$ cat config.mk
export PLATFORM = sky130hd
export DESIGN_NAME = mcast_id_seq_gen_flat
export DESIGN_NICKNAME = d
export VERILOG_FILES = /design/src/rtl/mcast_id_seq_gen_if.sv /design/src/rtl/mcast_id_seq_gen.sv /design/src/flat_wrapper.sv
export SDC_FILE = /design/constraint.sdc
export NUM_CORES = 1
export LEC_CHECK = 0
export ABC_AREA = 1
export ABC_CLOCK_PERIOD_IN_PS = 12000
export CORE_AREA = 4 4 115 117
export CTS_BUF_LIST = sky130_fd_sc_hd__clkbuf_4 sky130_fd_sc_hd__clkbuf_8
export DETAILED_ROUTE_END_ITERATION = 8
export DIE_AREA = 0 0 119 121
export PLACE_DENSITY = 0.65
export SYNTH_ARGS = -nofsm -noshare
export SYNTH_HDL_FRONTEND = slang
export SYNTH_SLANG_ARGS = --single-unit
$ cat constraint.sdc
create_clock -name clk -period 12 [get_ports clk]
set_input_delay 1.8 -clock clk [delete_from_list [all_inputs] [get_ports clk]]
set_output_delay 1.8 -clock clk [all_outputs]
set_load 0.02 [all_outputs]
$ cat src/rtl/mcast_id_seq_gen_if.sv
`default_nettype none
// mcast_id_seq_gen_if: tag stream from the multicast ID generator to the PE-array config loader.
// Rev 1.0
interface mcast_id_seq_gen_if #(
  parameter int ARR_H = 6,
  parameter int ARR_W = 8,
  parameter int XID_W = 5,
  parameter int YID_W = 3
);
  localparam int ROW_W = (ARR_H > 1) ? $clog2(ARR_H) : 1;
  localparam int COL_W = (ARR_W > 1) ? $clog2(ARR_W) : 1;

  logic             out_valid;
  logic             out_ready;
  logic [ROW_W-1:0] out_row;
  logic [COL_W-1:0] out_col;
  logic [XID_W-1:0] filter_xid, ifmap_xid, ipsum_xid, opsum_xid;
  logic [YID_W-1:0] filter_yid, ifmap_yid, ipsum_yid, opsum_yid;
  logic             out_last;

  modport master (
    output out_valid, out_row, out_col,
    output filter_xid, ifmap_xid, ipsum_xid, opsum_xid,
    output filter_yid, ifmap_yid, ipsum_yid, opsum_yid,
    output out_last,
    input  out_ready
  );

  modport slave (
    input  out_valid, out_row, out_col,
    input  filter_xid, ifmap_xid, ipsum_xid, opsum_xid,
    input  filter_yid, ifmap_yid, ipsum_yid, opsum_yid,
    input  out_last,
    output out_ready
  );
endinterface
`default_nettype wire

$ cat src/rtl/mcast_id_seq_gen.sv
`default_nettype none
// mcast_id_seq_gen: streams filter/ifmap/ipsum/opsum X/Y multicast tags, one PE per transfer.
// Rev 1.0
module mcast_id_seq_gen #(
  parameter int ARR_H = 6,
  parameter int ARR_W = 8,
  parameter int XID_W = 5,
  parameter int YID_W = 3
) (
  input  wire logic                        clk,
  input  wire logic                        rst_n,
  input  wire logic                        start,
  input  wire logic                        abort,
  input  wire logic                        cfg_linear,
  input  wire logic [$clog2(ARR_H+1)-1:0]  cfg_kh,
  input  wire logic [$clog2(ARR_W+1)-1:0]  cfg_e,
  input  wire logic [$clog2(ARR_W+1)-1:0]  cfg_t,
  mcast_id_seq_gen_if.master               out_if,
  output logic                             busy,
  output logic                             done,
  output logic                             cfg_err
);
  localparam int ROW_W = (ARR_H > 1) ? $clog2(ARR_H) : 1;
  localparam int COL_W = (ARR_W > 1) ? $clog2(ARR_W) : 1;
  localparam int KH_W  = $clog2(ARR_H+1);
  localparam int E_W   = $clog2(ARR_W+1);
  localparam int FX_W  = $clog2(ARR_H*ARR_W+1);
  localparam logic [31:0]      H_U      = ARR_H;
  localparam logic [31:0]      W_U      = ARR_W;
  localparam logic [ROW_W-1:0] LAST_ROW = ROW_W'(ARR_H-1);
  localparam logic [COL_W-1:0] LAST_COL = COL_W'(ARR_W-1);

  typedef enum logic [0:0] {IDLE = 1'b0, EMIT = 1'b1} state_t;

  state_t           state_q, state_d;
  logic             linear_q, linear_d;
  logic [KH_W-1:0]  kh_q, kh_d;
  logic [E_W-1:0]   e_q, e_d, t_q, t_d;
  logic [ROW_W-1:0] row_q, row_d, k_q, k_d, s_q, s_d;
  logic [COL_W-1:0] col_q, col_d, jm_q, jm_d;
  logic [FX_W-1:0]  fx_q, fx_d;
  logic             valid_q, valid_d, last_q, last_d;
  logic             busy_q, busy_d, done_q, done_d, cfg_err_q, cfg_err_d;
  logic [XID_W-1:0] fxid_q, fxid_d, ixid_q, ixid_d, pxid_q, pxid_d, oxid_q, oxid_d;
  logic [YID_W-1:0] fyid_q, fyid_d, iyid_q, iyid_d, pyid_q, pyid_d, oyid_q, oyid_d;
  logic             load, cfg_bad;

  assign cfg_bad = (cfg_kh == '0) || (32'(cfg_kh) > H_U) ||
                   (cfg_e == '0)  || (32'(cfg_e) > W_U)  ||
                   (cfg_linear && (32'(cfg_t) > W_U));

  // k, s, j mod e and kh*(j div e) are walked incrementally so no divider is needed.
  always_comb begin
    state_d   = state_q;
    linear_d  = linear_q;
    kh_d      = kh_q;
    e_d       = e_q;
    t_d       = t_q;
    row_d     = row_q;
    col_d     = col_q;
    k_d       = k_q;
    s_d       = s_q;
    jm_d      = jm_q;
    fx_d      = fx_q;
    valid_d   = valid_q;
    done_d    = 1'b0;
    cfg_err_d = 1'b0;
    load      = 1'b0;
    case (state_q)
      IDLE: begin
        if (start && !abort) begin
          if (cfg_bad) begin
            cfg_err_d = 1'b1;
          end else begin
            linear_d = cfg_linear;
            kh_d     = cfg_kh;
            e_d      = cfg_e;
            t_d      = cfg_t;
            row_d    = '0;
            col_d    = '0;
            k_d      = '0;
            s_d      = '0;
            jm_d     = '0;
            fx_d     = '0;
            valid_d  = 1'b1;
            load     = 1'b1;
            state_d  = EMIT;
          end
        end
      end
      EMIT: begin
        if (abort) begin
          valid_d = 1'b0;
          state_d = IDLE;
        end else if (valid_q && out_if.out_ready) begin
          if (last_q) begin
            valid_d = 1'b0;
            done_d  = 1'b1;
            state_d = IDLE;
          end else begin
            load = 1'b1;
            if (col_q == LAST_COL) begin
              col_d = '0;
              jm_d  = '0;
              fx_d  = '0;
              row_d = row_q + ROW_W'(1);
              if (32'(k_q) + 32'd1 == 32'(kh_q)) begin
                k_d = '0;
                s_d = s_q + ROW_W'(1);
              end else begin
                k_d = k_q + ROW_W'(1);
              end
            end else begin
              col_d = col_q + COL_W'(1);
              if (32'(jm_q) + 32'd1 == 32'(e_q)) begin
                jm_d = '0;
                fx_d = fx_q + FX_W'(kh_q);
              end else begin
                jm_d = jm_q + COL_W'(1);
              end
            end
          end
        end
      end
      default: state_d = IDLE;
    endcase
    busy_d = (state_d == EMIT);
  end

  // Tags are recomputed only when a new PE is presented, so they hold through stalls.
  always_comb begin
    last_d = last_q;
    fxid_d = fxid_q;
    fyid_d = fyid_q;
    ixid_d = ixid_q;
    iyid_d = iyid_q;
    pxid_d = pxid_q;
    pyid_d = pyid_q;
    oxid_d = oxid_q;
    oyid_d = oyid_q;
    if (load) begin
      last_d = (row_d == LAST_ROW) && (col_d == LAST_COL);
      fxid_d = '1;
      fyid_d = '1;
      ixid_d = '1;
      iyid_d = '1;
      pxid_d = '1;
      pyid_d = '1;
      oxid_d = '1;
      oyid_d = '1;
      if (!linear_d) begin
        // Row belongs to a complete set of kh rows: s*kh + kh <= ARR_H.
        if (32'(row_d) - 32'(k_d) + 32'(kh_d) <= H_U) begin
          fxid_d = XID_W'(32'(k_d) + 32'(fx_d));
          fyid_d = YID_W'(s_d);
          ixid_d = XID_W'(32'(k_d) + 32'(jm_d));
          iyid_d = YID_W'(s_d);
          if (k_d == '0) begin
            pxid_d = XID_W'(col_d);
            pyid_d = YID_W'(s_d);
          end
          if (32'(k_d) + 32'd1 == 32'(kh_d)) begin
            oxid_d = XID_W'(col_d);
            oyid_d = YID_W'(s_d);
          end
        end
      end else begin
        fyid_d = YID_W'(row_d);
        iyid_d = YID_W'(row_d);
        if (32'(col_d) < 32'(t_d)) begin
          fxid_d = XID_W'(col_d);
          ixid_d = '0;
          if (row_d == '0) begin
            pxid_d = XID_W'(col_d);
            pyid_d = '0;
          end
          if (row_d == LAST_ROW) begin
            oxid_d = XID_W'(col_d);
            oyid_d = '0;
          end
        end
      end
    end
  end

  always_ff @(posedge clk or negedge rst_n) begin
    if (!rst_n) begin
      state_q   <= IDLE;
      linear_q  <= 1'b0;
      kh_q      <= '0;
      e_q       <= '0;
      t_q       <= '0;
      row_q     <= '0;
      col_q     <= '0;
      k_q       <= '0;
      s_q       <= '0;
      jm_q      <= '0;
      fx_q      <= '0;
      valid_q   <= 1'b0;
      last_q    <= 1'b0;
      busy_q    <= 1'b0;
      done_q    <= 1'b0;
      cfg_err_q <= 1'b0;
      fxid_q    <= '0;
      fyid_q    <= '0;
      ixid_q    <= '0;
      iyid_q    <= '0;
      pxid_q    <= '0;
      pyid_q    <= '0;
      oxid_q    <= '0;
      oyid_q    <= '0;
    end else begin
      state_q   <= state_d;
      linear_q  <= linear_d;
      kh_q      <= kh_d;
      e_q       <= e_d;
      t_q       <= t_d;
      row_q     <= row_d;
      col_q     <= col_d;
      k_q       <= k_d;
      s_q       <= s_d;
      jm_q      <= jm_d;
      fx_q      <= fx_d;
      valid_q   <= valid_d;
      last_q    <= last_d;
      busy_q    <= busy_d;
      done_q    <= done_d;
      cfg_err_q <= cfg_err_d;
      fxid_q    <= fxid_d;
      fyid_q    <= fyid_d;
      ixid_q    <= ixid_d;
      iyid_q    <= iyid_d;
      pxid_q    <= pxid_d;
      pyid_q    <= pyid_d;
      oxid_q    <= oxid_d;
      oyid_q    <= oyid_d;
    end
  end

  assign out_if.out_valid  = valid_q;
  assign out_if.out_row    = row_q;
  assign out_if.out_col    = col_q;
  assign out_if.out_last   = last_q;
  assign out_if.filter_xid = fxid_q;
  assign out_if.filter_yid = fyid_q;
  assign out_if.ifmap_xid  = ixid_q;
  assign out_if.ifmap_yid  = iyid_q;
  assign out_if.ipsum_xid  = pxid_q;
  assign out_if.ipsum_yid  = pyid_q;
  assign out_if.opsum_xid  = oxid_q;
  assign out_if.opsum_yid  = oyid_q;
  assign busy              = busy_q;
  assign done              = done_q;
  assign cfg_err           = cfg_err_q;
endmodule
`default_nettype wire

$ cat src/flat_wrapper.sv
// flat-port wrapper written by rule: the top's interface ports become plain ports
module mcast_id_seq_gen_flat 
#(
  parameter int ARR_H = 6,
  parameter int ARR_W = 8,
  parameter int XID_W = 5,
  parameter int YID_W = 3
)
  (clk, rst_n, start, abort, cfg_linear, cfg_kh, cfg_e, cfg_t, busy, done, cfg_err, out_if_out_valid, out_if_out_row, out_if_out_col, out_if_filter_xid, out_if_ifmap_xid, out_if_ipsum_xid, out_if_opsum_xid, out_if_filter_yid, out_if_ifmap_yid, out_if_ipsum_yid, out_if_opsum_yid, out_if_out_last, out_if_out_ready);
  mcast_id_seq_gen_if #(.ARR_H(ARR_H), .ARR_W(ARR_W), .XID_W(XID_W), .YID_W(YID_W)) out_if_i ();
  input  wire logic clk;
  input  wire logic rst_n;
  input  wire logic start;
  input  wire logic abort;
  input  wire logic cfg_linear;
  input  wire logic [$clog2(ARR_H+1)-1:0] cfg_kh;
  input  wire logic [$clog2(ARR_W+1)-1:0] cfg_e;
  input  wire logic [$clog2(ARR_W+1)-1:0] cfg_t;
  output logic busy;
  output logic done;
  output logic cfg_err;
  output wire logic [$bits(out_if_i.out_valid)-1:0] out_if_out_valid;
  output wire logic [$bits(out_if_i.out_row)-1:0] out_if_out_row;
  output wire logic [$bits(out_if_i.out_col)-1:0] out_if_out_col;
  output wire logic [$bits(out_if_i.filter_xid)-1:0] out_if_filter_xid;
  output wire logic [$bits(out_if_i.ifmap_xid)-1:0] out_if_ifmap_xid;
  output wire logic [$bits(out_if_i.ipsum_xid)-1:0] out_if_ipsum_xid;
  output wire logic [$bits(out_if_i.opsum_xid)-1:0] out_if_opsum_xid;
  output wire logic [$bits(out_if_i.filter_yid)-1:0] out_if_filter_yid;
  output wire logic [$bits(out_if_i.ifmap_yid)-1:0] out_if_ifmap_yid;
  output wire logic [$bits(out_if_i.ipsum_yid)-1:0] out_if_ipsum_yid;
  output wire logic [$bits(out_if_i.opsum_yid)-1:0] out_if_opsum_yid;
  output wire logic [$bits(out_if_i.out_last)-1:0] out_if_out_last;
  input wire logic [$bits(out_if_i.out_ready)-1:0] out_if_out_ready;
  assign out_if_out_valid = out_if_i.out_valid;
  assign out_if_out_row = out_if_i.out_row;
  assign out_if_out_col = out_if_i.out_col;
  assign out_if_filter_xid = out_if_i.filter_xid;
  assign out_if_ifmap_xid = out_if_i.ifmap_xid;
  assign out_if_ipsum_xid = out_if_i.ipsum_xid;
  assign out_if_opsum_xid = out_if_i.opsum_xid;
  assign out_if_filter_yid = out_if_i.filter_yid;
  assign out_if_ifmap_yid = out_if_i.ifmap_yid;
  assign out_if_ipsum_yid = out_if_i.ipsum_yid;
  assign out_if_opsum_yid = out_if_i.opsum_yid;
  assign out_if_out_last = out_if_i.out_last;
  assign out_if_i.out_ready = out_if_out_ready;
  mcast_id_seq_gen #(.ARR_H(ARR_H), .ARR_W(ARR_W), .XID_W(XID_W), .YID_W(YID_W)) u_core (.clk(clk), .rst_n(rst_n), .start(start), .abort(abort), .cfg_linear(cfg_linear), .cfg_kh(cfg_kh), .cfg_e(cfg_e), .cfg_t(cfg_t), .out_if(out_if_i), .busy(busy), .done(done), .cfg_err(cfg_err));
endmodule
==> results of run 1 <==
==> worst min-delay path: stages (launching register included) <==
cell,delay (ps)
dfrtp_1,330
nand2_1,50
nand2_1,70
==> flip-flops by register name (all words and copies together), names as in the netlist, 3 cells and up <==
signal and count:
u_core.out_if.out_row 3, u_core.out_if.opsum_xid 4, u_core.out_if.opsum_yid 3, u_core.t_q 4
u_core.out_if.filter_xid 5, u_core.kh_q 3, u_core.out_if.filter_yid 3, u_core.jm_q 3
u_core.k_q 3, u_core.out_if.ipsum_xid 4, u_core.e_q 4, u_core.fx_q 5
u_core.out_if.out_col 3, u_core.s_q 3, u_core.out_if.ifmap_xid 5, u_core.out_if.ipsum_yid 3
==> kinds of logic (layout without fill, tap and decap cells) <==
logic type,count (synthesis),count (layout),share of synthesized area [%]
and+or+nand+nor,252,252,27.65
xor gates and xnor gates,8,8,1.667
adders and majority gates,36,36,11.61
muxes,2,2,0.4762
buffers and inverters,94,153,9.762
DFF,64,64,38.10
AOI/OAI and AO/OA,78,78,10.74
==> how the worst max path moves through the flow <==
stage / endpoint / startpoint / cells past startpoint
after floorplan: u_core.out_if.ipsum_xid[0] / cfg_e[2] / 25
after global placement: u_core.out_if.ipsum_xid[0] / cfg_linear / 25
after detailed placement: u_core.out_if.ipsum_xid[0] / cfg_linear / 25
after CTS: u_core.out_if.ipsum_xid[0] / cfg_linear / 25
after global routing: u_core.out_if.ipsum_xid[0] / out_if_out_ready / 25
final: u_core.out_if.ipsum_xid[0] / cfg_linear / 25
==> synthesized netlist by cell type (3+ instances only) <==
library cell  instances
a21oi_1              28
buf_4                 5
buf_6                 4
clkbuf_1              4
dfrtp_1              64
fa_1                  5
ha_1                 31
inv_1                68
inv_2                 7
nand2_1             133
nand2_4               5
nand3_1              45
nand3b_1              3
nand4_1               6
nor2_1               40
nor3_1                3
o21ai_0              26
o21ai_1               7
o21ai_2               3
or2_2                 4
xor2_1                6
==> stage by stage <==
stage          hold slack (ps)  setup slack (ps)  total power, uW  utilization [%]
6_report                 491.0              5611            891.5            41.24
5_1_grt                  520.4              5253            953.5            41.24
4_1_cts                  495.4              5578            899.1            41.24
3_5_place_dp             475.3              5206            703.2            39.67
3_3_place_gp             464.2              5383            699.2            39.67
2_1_floorplan            444.5              6160            552.9                -
==> power by group through the flow <==
stage / registers (uW) / logic (uW) / clock network (uW)
6_report: 314 / 385 / 192
5_1_grt: 323 / 425 / 205
4_1_cts: 315 / 389 / 195
3_5_place_dp: 318 / 385 / 0
3_3_place_gp: 317 / 382 / 0
2_1_floorplan: 362 / 190 / 0
==> final cells by class <==
type | count | area (sq um) | area share [%]
multi-input cells | 376 | 2192 | 42.99
flip-flops and latches | 64 | 1602 | 31.41
repair buffers | 60 | 593.1 | 11.63
inverters | 79 | 302.8 | 5.939
well taps | 172 | 215.2 | 4.221
clock buffers | 11 | 151.4 | 2.969
clock inverters | 3 | 42.54 | 0.8344
==> per-layer routing <==
layer,GRT usage [%],vias to the layer above,part of all wire [%]
met5,0,-,0
met4,5.503,0,1.8
met3,3.170,16,4.3
met2,24.80,94,46
met1,21.76,1737,48
li1,-,1832,-
==> metrics.txt, run 1 <==
outcome=finished clean; Worst path max stage delay=510 ps; P&R area growth vs syn=21.28%; row cnt=41; die area=0.01440 sq mm; Placeable Area=between 0.01 and 0.015 sq mm; Sequential Power Share=35.3%; drt wl/cell=14.19 um; Synth top area share=38.10%; crit path launch type=primary input; sequential area share after synthesis=38.10%; most frequent cells in the layout=133 x nand2_1, 68 x inv_1, 64 x dfrtp_1; Hold Path Depth=2; Syn. warnings=0; Worst-Skew Late Latency=approximately 360 ps; Hold Path End=u_core.t_q[0]; TritonCTS clock tree=yes; CTS Sinks=64; layout net count=643; R2R Path End=u_core.out_if.ipsum_xid[0]; setup TNS=0 ps; Synth area leaders=dfrtp_1 38%, nand2_1 12%, ha_1 9.2%; global-route wire length before repair=18250 um; Pint=542.4 uW; DR vias=between 3000 and 4000; Antenna diodes=0; Max FO, Critical Path=28; unrepaired setup endpoints after global routing=false; # resized after CTS=0; Post-CTS Hold Buffers=0; critical path type=in -> reg; layout cells sized above 1=approximately 8.4%; r2r setup slk=6970 ps; Mapped Area=0.004204 sq mm; max_slew headroom=46.16%; distinct cell type count after synthesis=roughly 50; final cell count without fillers=765; Synth area leader=dfrtp_1; crit path buf inv count=3; PortBufs=between 50 and 60; H-tree levels=3; most common cell after layout, fill and taps aside=nand2_1; WP data arrival=approximately 6600 ps; crit-path leading delay family=simple AND/OR/NAND/NOR gates; Clk pwr share=21.5%; combinational share of power=43.2%; Final ANT Viol Nets=0; Hold Crit Start=u_core.t_q[0]; max cap viols=0; skew final=10.60 ps; max frequency=156.5 MHz; Worst Tran Pin Value=807.6 ps; Setup Viol. Count Final=0; fin crit period=approximately 6400 ps; largest net degree at the start of global routing=65; final hold violation count=0; DP HPWL=8311 um; gpl congestion=roughly 0.88; GRT Total Usage=15.81%; io pins=60; pwr dens=174.8 mW/mm^2; Post-CTS Setup Bufs=0; # fillers=~1200; syn_nets=approximately 590; router iterations before antenna repair=5; crit share post-route=53.24%; Sw Pwr=349.1 uW; Most used DFF post-synth=dfrtp_1; reg2reg path depth=27; P_leak=0.002555 uW; Initial DRC Count=268; CTS buffer count=9; DIE WIDTH=about 120 um; syn_area_per_cell=~8 sq um; count of state elements after synthesis=64; number of synthesized flops with an enable pin=0; fin. max-slew vios=0; Die Y=121 um; deepest clock path buffer count=2; switch share=39.16%; CP dominant cell by count=nand2_1; Final Cell Area=0.005099 sq mm; Worst EP required=12250 ps; Max VDD drop=around 0.094 mV; Placed Area=0.004905 sq mm; Clock transition at path regs=80 ps; drt drc=0; grt ovf=0; initial antenna violation count=0; Initial Util=34.00%; DP Cell Count=~750; Syn Inst Count=534; Crit. End Element=flop; Routed WL=10860 um; Post-synth ARST share=100.0%; worst reg2reg path startpoint=u_core.k_q[0]; Via density=4.809; hold crit path type=reg -> reg; vias in the first global route=3675; root buf cell=clkbuf_8; Critical-path top delay cell=clkdlybuf4s50_1
Note: power is estimated with default switching activity, not from simulation.
==> run 2: changes to the inputs <==
--- a/config.mk
+++ b/config.mk
@@ -6,7 +6,7 @@
 export NUM_CORES = 1
 export LEC_CHECK = 0
 export ABC_AREA = 1
-export ABC_CLOCK_PERIOD_IN_PS = 12000
+export ABC_CLOCK_PERIOD_IN_PS = 6550
 export CORE_AREA = 4 4 115 117
 export CTS_BUF_LIST = sky130_fd_sc_hd__clkbuf_4 sky130_fd_sc_hd__clkbuf_8
 export DETAILED_ROUTE_END_ITERATION = 8
==> constraint.sdc (replaced) <==
create_clock -name clk -period 6.55 [get_ports clk]
set_input_delay 0.9825 -clock clk [delete_from_list [all_inputs] [get_ports clk]]
set_output_delay 0.9825 -clock clk [all_outputs]
set_load 0.02 [all_outputs]
==> metrics.txt, run 2 (synthesis gave the netlist of run 1 again) <==
CP dominant cell by count=nand2_1; most frequent cells in the layout=133 x nand2_1, 68 x inv_1, 64 x dfrtp_1; max_slew headroom=45.08% (-1.1 points); die area=0.01440 sq mm (unchanged); row cnt=41 (unchanged); layout cells sized above 1=8.893% (+0.46 points); setup TNS=0 ps (unchanged); PortBufs=59 (unchanged); DR vias=3718 (+1.1%); global-route wire length before repair=18530 um (+1.6%); Setup Viol. Count Final=0 (unchanged); Initial Util=34.00% (unchanged); Worst path max stage delay=530 ps (+20 ps); Clock transition at path regs=80 ps (about the same); drt wl/cell=14.42 um (+1.6%); TritonCTS clock tree=yes; P_leak=0.002571 uW (+0.61%); deepest clock path buffer count=2 (unchanged); skew final=15.23 ps (+4.631 ps); Post-CTS Setup Bufs=0 (unchanged); router iterations before antenna repair=5 (unchanged); Critical-path top delay cell=fa_1; largest net degree at the start of global routing=65 (unchanged); Clk pwr share=23.7% (+2.2 points); GRT Total Usage=16.17% (+0.36 points); outcome=finished clean; Placeable Area=0.01236 sq mm (unchanged); DP HPWL=8367 um (+0.67%); critical path type=in -> reg; root buf cell=clkbuf_8; fin. max-slew vios=0 (unchanged); Max FO, Critical Path=7 (-75%); WP data arrival=5830 ps (-810 ps); final hold violation count=0 (unchanged); fin crit period=about 5600 ps; vias in the first global route=3665 (-0.27%); H-tree levels=3 (unchanged); Final Cell Area=0.005142 sq mm (+0.86%); io pins=60 (unchanged); CTS buffer count=9 (unchanged); max frequency=around 180 MHz; grt ovf=0 (unchanged); DIE WIDTH=119 um (unchanged); # fillers=1259 (+0.80%); r2r setup slk=1480 ps (-5490 ps); crit path launch type=primary input; CTS Sinks=64 (unchanged); Sw Pwr=654.5 uW (+87%); Max VDD drop=0.1940 mV (+110%); hold slack=491.7 ps (+0.6690 ps); crit path buf inv count=4 (+1); Placed Area=0.004912 sq mm (+0.15%); Routed WL=11070 um (+2.0%); Final ANT Viol Nets=0 (unchanged); switch share=38.89% (-0.26 points); Post-CTS Hold Buffers=0 (unchanged); pwr dens=327.2 mW/mm^2 (+87%); crit share post-route=around 85%; Worst Tran Pin Value=823.7 ps (+16.14 ps); hold crit path type=reg -> reg; Sequential Power Share=34.2% (-1.1 points); initial antenna violation count=0 (unchanged); # resized after CTS=0 (unchanged); Initial DRC Count=253 (-5.6%); Die Y=121 um (unchanged); unrepaired setup endpoints after global routing=false; gpl congestion=0.8636 (-1.7%); crit-path leading delay family=simple AND/OR/NAND/NOR gates; Antenna diodes=0 (unchanged); Worst-Skew Late Latency=360 ps (about the same); critical path cell sequence=clkdlybuf4s50_1 > nor3_2 > nand2_1 > inv_1 > nand2_1 > o21ai_0 > nand2_1 > inv_1 > fa_1 > fa_1 > or2_2 > nand2_1 > nand2_1 > ha_1 > nand2_1 > nor4_1 > nand2_1 > or2_4 > nand2_8 > nand2_4 > nor3_4 > nand3_1 > o21ai_1 > inv_1; max cap viols=0 (unchanged); P&R area growth vs syn=22.32%; most common cell after layout, fill and taps aside=nand2_1; Final Power=1683 uW (+89%); layout net count=644 (+0.16%); Via density=4.841 (+0.67%); Worst EP required=6800 ps (-5450 ps); drt drc=0 (unchanged); combinational share of power=42.2% (-1.0 points); Pint=1028 uW (+90%); Crit. End Element=flop
run 2: layout make-up:
class                      count  area (sq um)  area share, %
clock buffer                  10         137.6          2.676
clock inverter                 6         92.59          1.800
inverter                      79         302.8          5.888
multi-input combinational    376          2192          42.63
sequential                    64          1602          31.14
tap                          172         215.2          4.185
timing repair buffer          61         600.6          11.68
run 2: routing by layer:
metal | up-vias | track usage, % | share of wire [%] | routed length (um)
met3 | 14 | 4.429 | 4.3 | 474
met2 | 89 | 25.40 | 47 | 5254
met1 | 1773 | 21.47 | 47 | 5172
li1 | 1842 | - | - | -
met4 | 0 | 5.648 | 1.5 | 169
met5 | - | 0 | 0 | 0
run 2: tightest hold or removal path: stages (launching register included):
cell	delay, ps
dfrtp_1	350
nand2_1	50
nand2_1	60
run 2: path summary, 6_finish.rpt:
path	startpoint	endpoint	depth (start not counted)
worst max-delay path	abort	u_core.out_if.ipsum_xid[2]	24
worst min-delay path	u_core.out_if.ifmap_xid[4]	u_core.out_if.ifmap_xid[4]	2
worst max register to register	u_core.k_q[1]	u_core.out_if.ipsum_xid[2]	27
worst min register to register	u_core.out_if.ifmap_xid[4]	u_core.out_if.ifmap_xid[4]	2
max in group asynchronous	rst_n	u_core.out_if.filter_xid[1]	2
min in group asynchronous	rst_n	u_core.t_q[2]	2
run 2: power groups by stage:
stage / clock network, uW / logic (uW) / registers [uW]
after floorplan: 0 / 349 / 664
after global placement: 0 / 702 / 580
after detailed placement: 0 / 708 / 580
after CTS: 407 / 714 / 576
after global routing: 426 / 781 / 591
final: 398 / 709 / 575
run 2: through the flow:
stage	worst slack (ps)	instances	utilization (%)
5_1_grt	596.7	768	41.60
4_1_cts	1015	768	41.60
3_3_place_gp	862.3	752	39.73
2_1_floorplan	1528	534	-
3_5_place_dp	641.4	752	39.73
6_report	966.4	768	41.60
==> run 3: changes to the inputs <==
--- a/config.mk
+++ b/config.mk
@@ -7,10 +7,10 @@
 export LEC_CHECK = 0
 export ABC_AREA = 1
 export ABC_CLOCK_PERIOD_IN_PS = 6550
-export CORE_AREA = 4 4 115 117
+export CORE_AREA = 2 2 113 115
 export CTS_BUF_LIST = sky130_fd_sc_hd__clkbuf_4 sky130_fd_sc_hd__clkbuf_8
 export DETAILED_ROUTE_END_ITERATION = 8
-export DIE_AREA = 0 0 119 121
+export DIE_AREA = 0 0 115 117
 export PLACE_DENSITY = 0.65
 export SYNTH_ARGS = -nofsm -noshare
 export SYNTH_HDL_FRONTEND = slang
==> constraint.sdc (replaced) <==
create_clock -name clk -period 6.55 [get_ports clk]
set_input_delay 0.9825 -clock clk [delete_from_list [all_inputs] [get_ports clk]]
set_output_delay 0.9825 -clock clk [all_outputs]
set_load 0.005 [all_outputs]
==> metrics.txt, run 3 (synthesis gave the netlist of run 1 again) <==
Post-CTS Hold Buffers=0 (unchanged); initial antenna violation count=0 (unchanged); max frequency=179.9 MHz (+0.44%); P&R area growth vs syn=20.42%; layout net count=643 (-0.16%); Hold Path Depth=2 (unchanged); P_leak=0.002553 uW (-0.70%); DIE WIDTH=115 um (-3.4%); Final ANT Viol Nets=0 (unchanged); max cap viols=0 (unchanged); Placeable Area=0.01231 sq mm (-0.41%); DP Cell Count=729 (-3.1%); most frequent cells in the layout=133 x nand2_1, 68 x inv_1, 64 x dfrtp_1; Max FO, Critical Path=28 (+21); CTS Sinks=64 (unchanged); Multi-input gate area=0.002192 sq mm (unchanged); root buf cell=clkbuf_8; Antenna diodes=0 (unchanged); Via density=4.978 (+2.8%); final cell count without fillers=744 (-3.1%); crit path launch type=primary input; vias in the first global route=3715 (+1.4%); global-route wire length before repair=17980 um (-3.0%); CTS buffer count=9 (unchanged); die area=0.01346 sq mm (-6.6%); GRT Total Usage=17.02% (+0.85 points); pwr dens=297.5 mW/mm^2 (-9.1%); fin. max-slew vios=0 (unchanged); gpl congestion=0.8843 (+2.4%); fin crit period=5559 ps (-24.47 ps); Post-CTS Setup Bufs=0 (unchanged); Worst Tran Pin Value=832.7 ps (+9.002 ps); deepest clock path buffer count=2 (unchanged); post-layout util=41.12% (-0.48 points); Max VDD drop=0.1645 mV (-15%); H-tree levels=3 (unchanged); hold crit path type=reg -> reg; DR vias=3704 (-0.38%); Setup Viol. Count Final=0 (unchanged); most common cell after layout, fill and taps aside=nand2_1; unrepaired setup endpoints after global routing=false; layout cells sized above 1=8.586% (-0.31 points); TritonCTS clock tree=yes; hold slack=490.9 ps (-0.8020 ps); WP data arrival=5800 ps (-30 ps); crit share post-route=84.87% (-0.37 points); grt ovf=0 (unchanged); reg2reg path depth=27 (unchanged); drt wl/cell=14.58 um (+1.1%); max_slew headroom=44.48% (-0.60 points); router iterations before antenna repair=4 (-1); final hold violation count=0 (unchanged); PortBufs=59 (unchanged); Initial Util=34.15% (+0.14 points); Initial DRC Count=282 (+11%); # resized after CTS=0 (unchanged); Crit. End Element=flop; Routed WL=10850 um (-2.0%); Die Y=117 um (-3.3%); Worst EP required=6790 ps (about the same); DP HPWL=8262 um (-1.2%); setup TNS=0 ps (unchanged); Worst-Skew Late Latency=350 ps (about the same); row cnt=41 (unchanged); Clock transition at path regs=80 ps (about the same); drt drc=0 (unchanged); outcome=finished clean; # fillers=1247 (-0.95%); largest net degree at the start of global routing=65 (unchanged); skew final=8.479 ps (-6.747 ps); register area=0.001602 sq mm (unchanged); io pins=60 (unchanged); critical path type=in -> reg
[run 3: path summary, 6_finish.rpt]
| kind | startpoint | end | slack (ps) |
|---|---|---|---|
| setup / recovery | cfg_linear | u_core.out_if.ipsum_xid[1] | 990 |
| hold reg to reg | u_core.out_if.opsum_yid[2] | u_core.out_if.opsum_yid[2] | 490 |
| min in group asynchronous | rst_n | u_core.t_q[2] | 810 |
| hold / removal | u_core.out_if.opsum_yid[2] | u_core.out_if.opsum_yid[2] | 490 |
| setup reg to reg | u_core.k_q[1] | u_core.out_if.ipsum_xid[1] | 1460 |
| max in group asynchronous | rst_n | u_core.e_q[1] | 5180 |
[run 3: stage by stage]
stage | setup WS [ps] | total power [uW] | cell area [sq um]
after floorplan | 1528 | 904.2 | 4204
after global placement | 791.2 | 1165 | 4877
after detailed placement | 610.3 | 1178 | 4877
after CTS | 986.6 | 1518 | 5062
after global routing | 564.6 | 1624 | 5062
final | 990.9 | 1506 | 5062
[run 3: cell type report]
cell class | count | area share (%)
Tap cell | 150 | 3.707
Multi-Input combinational cell | 376 | 43.30
Clock inverter | 6 | 1.211
Sequential cell | 64 | 31.64
Timing Repair Buffer | 60 | 11.72
Inverter | 79 | 5.981
Clock buffer | 9 | 2.447
[run 3: power breakdown]
group / internal, uW / switching (uW)
clock: 172 / 161
combinational: 299 / 298
sequential: 501 / 74.7
[run 3: per-layer routing]
metal  part of all wire, %  wire length (um)  track usage (%)
met1                    47              5072            23.31
met2                    47              5081            27.96
met3                   5.5               600            3.605
met4                  0.86                93            3.614
met5                     0                 0                0
[run 3: worst max-delay path, cell delays in order]
cell             delay, ps
clkdlybuf4s50_1        500
nand2_1                 60
a21oi_1                290
nor2_4                  80
nand3_4                260
nand3_1                140
o21ai_2                140
inv_1                  100
ha_1                   210
fa_1                   490
fa_1                   430
or2_2                  320
nand2_1                 80
nand2_1                 90
ha_1                   330
nand2_1                 50
nor4_1                 230
nand2_1                 80
or2_4                  270
nand2_8                 90
nand2_4                 70
nor3_4                 240
nand3_1                100
o21ai_1                100
inv_1                   60
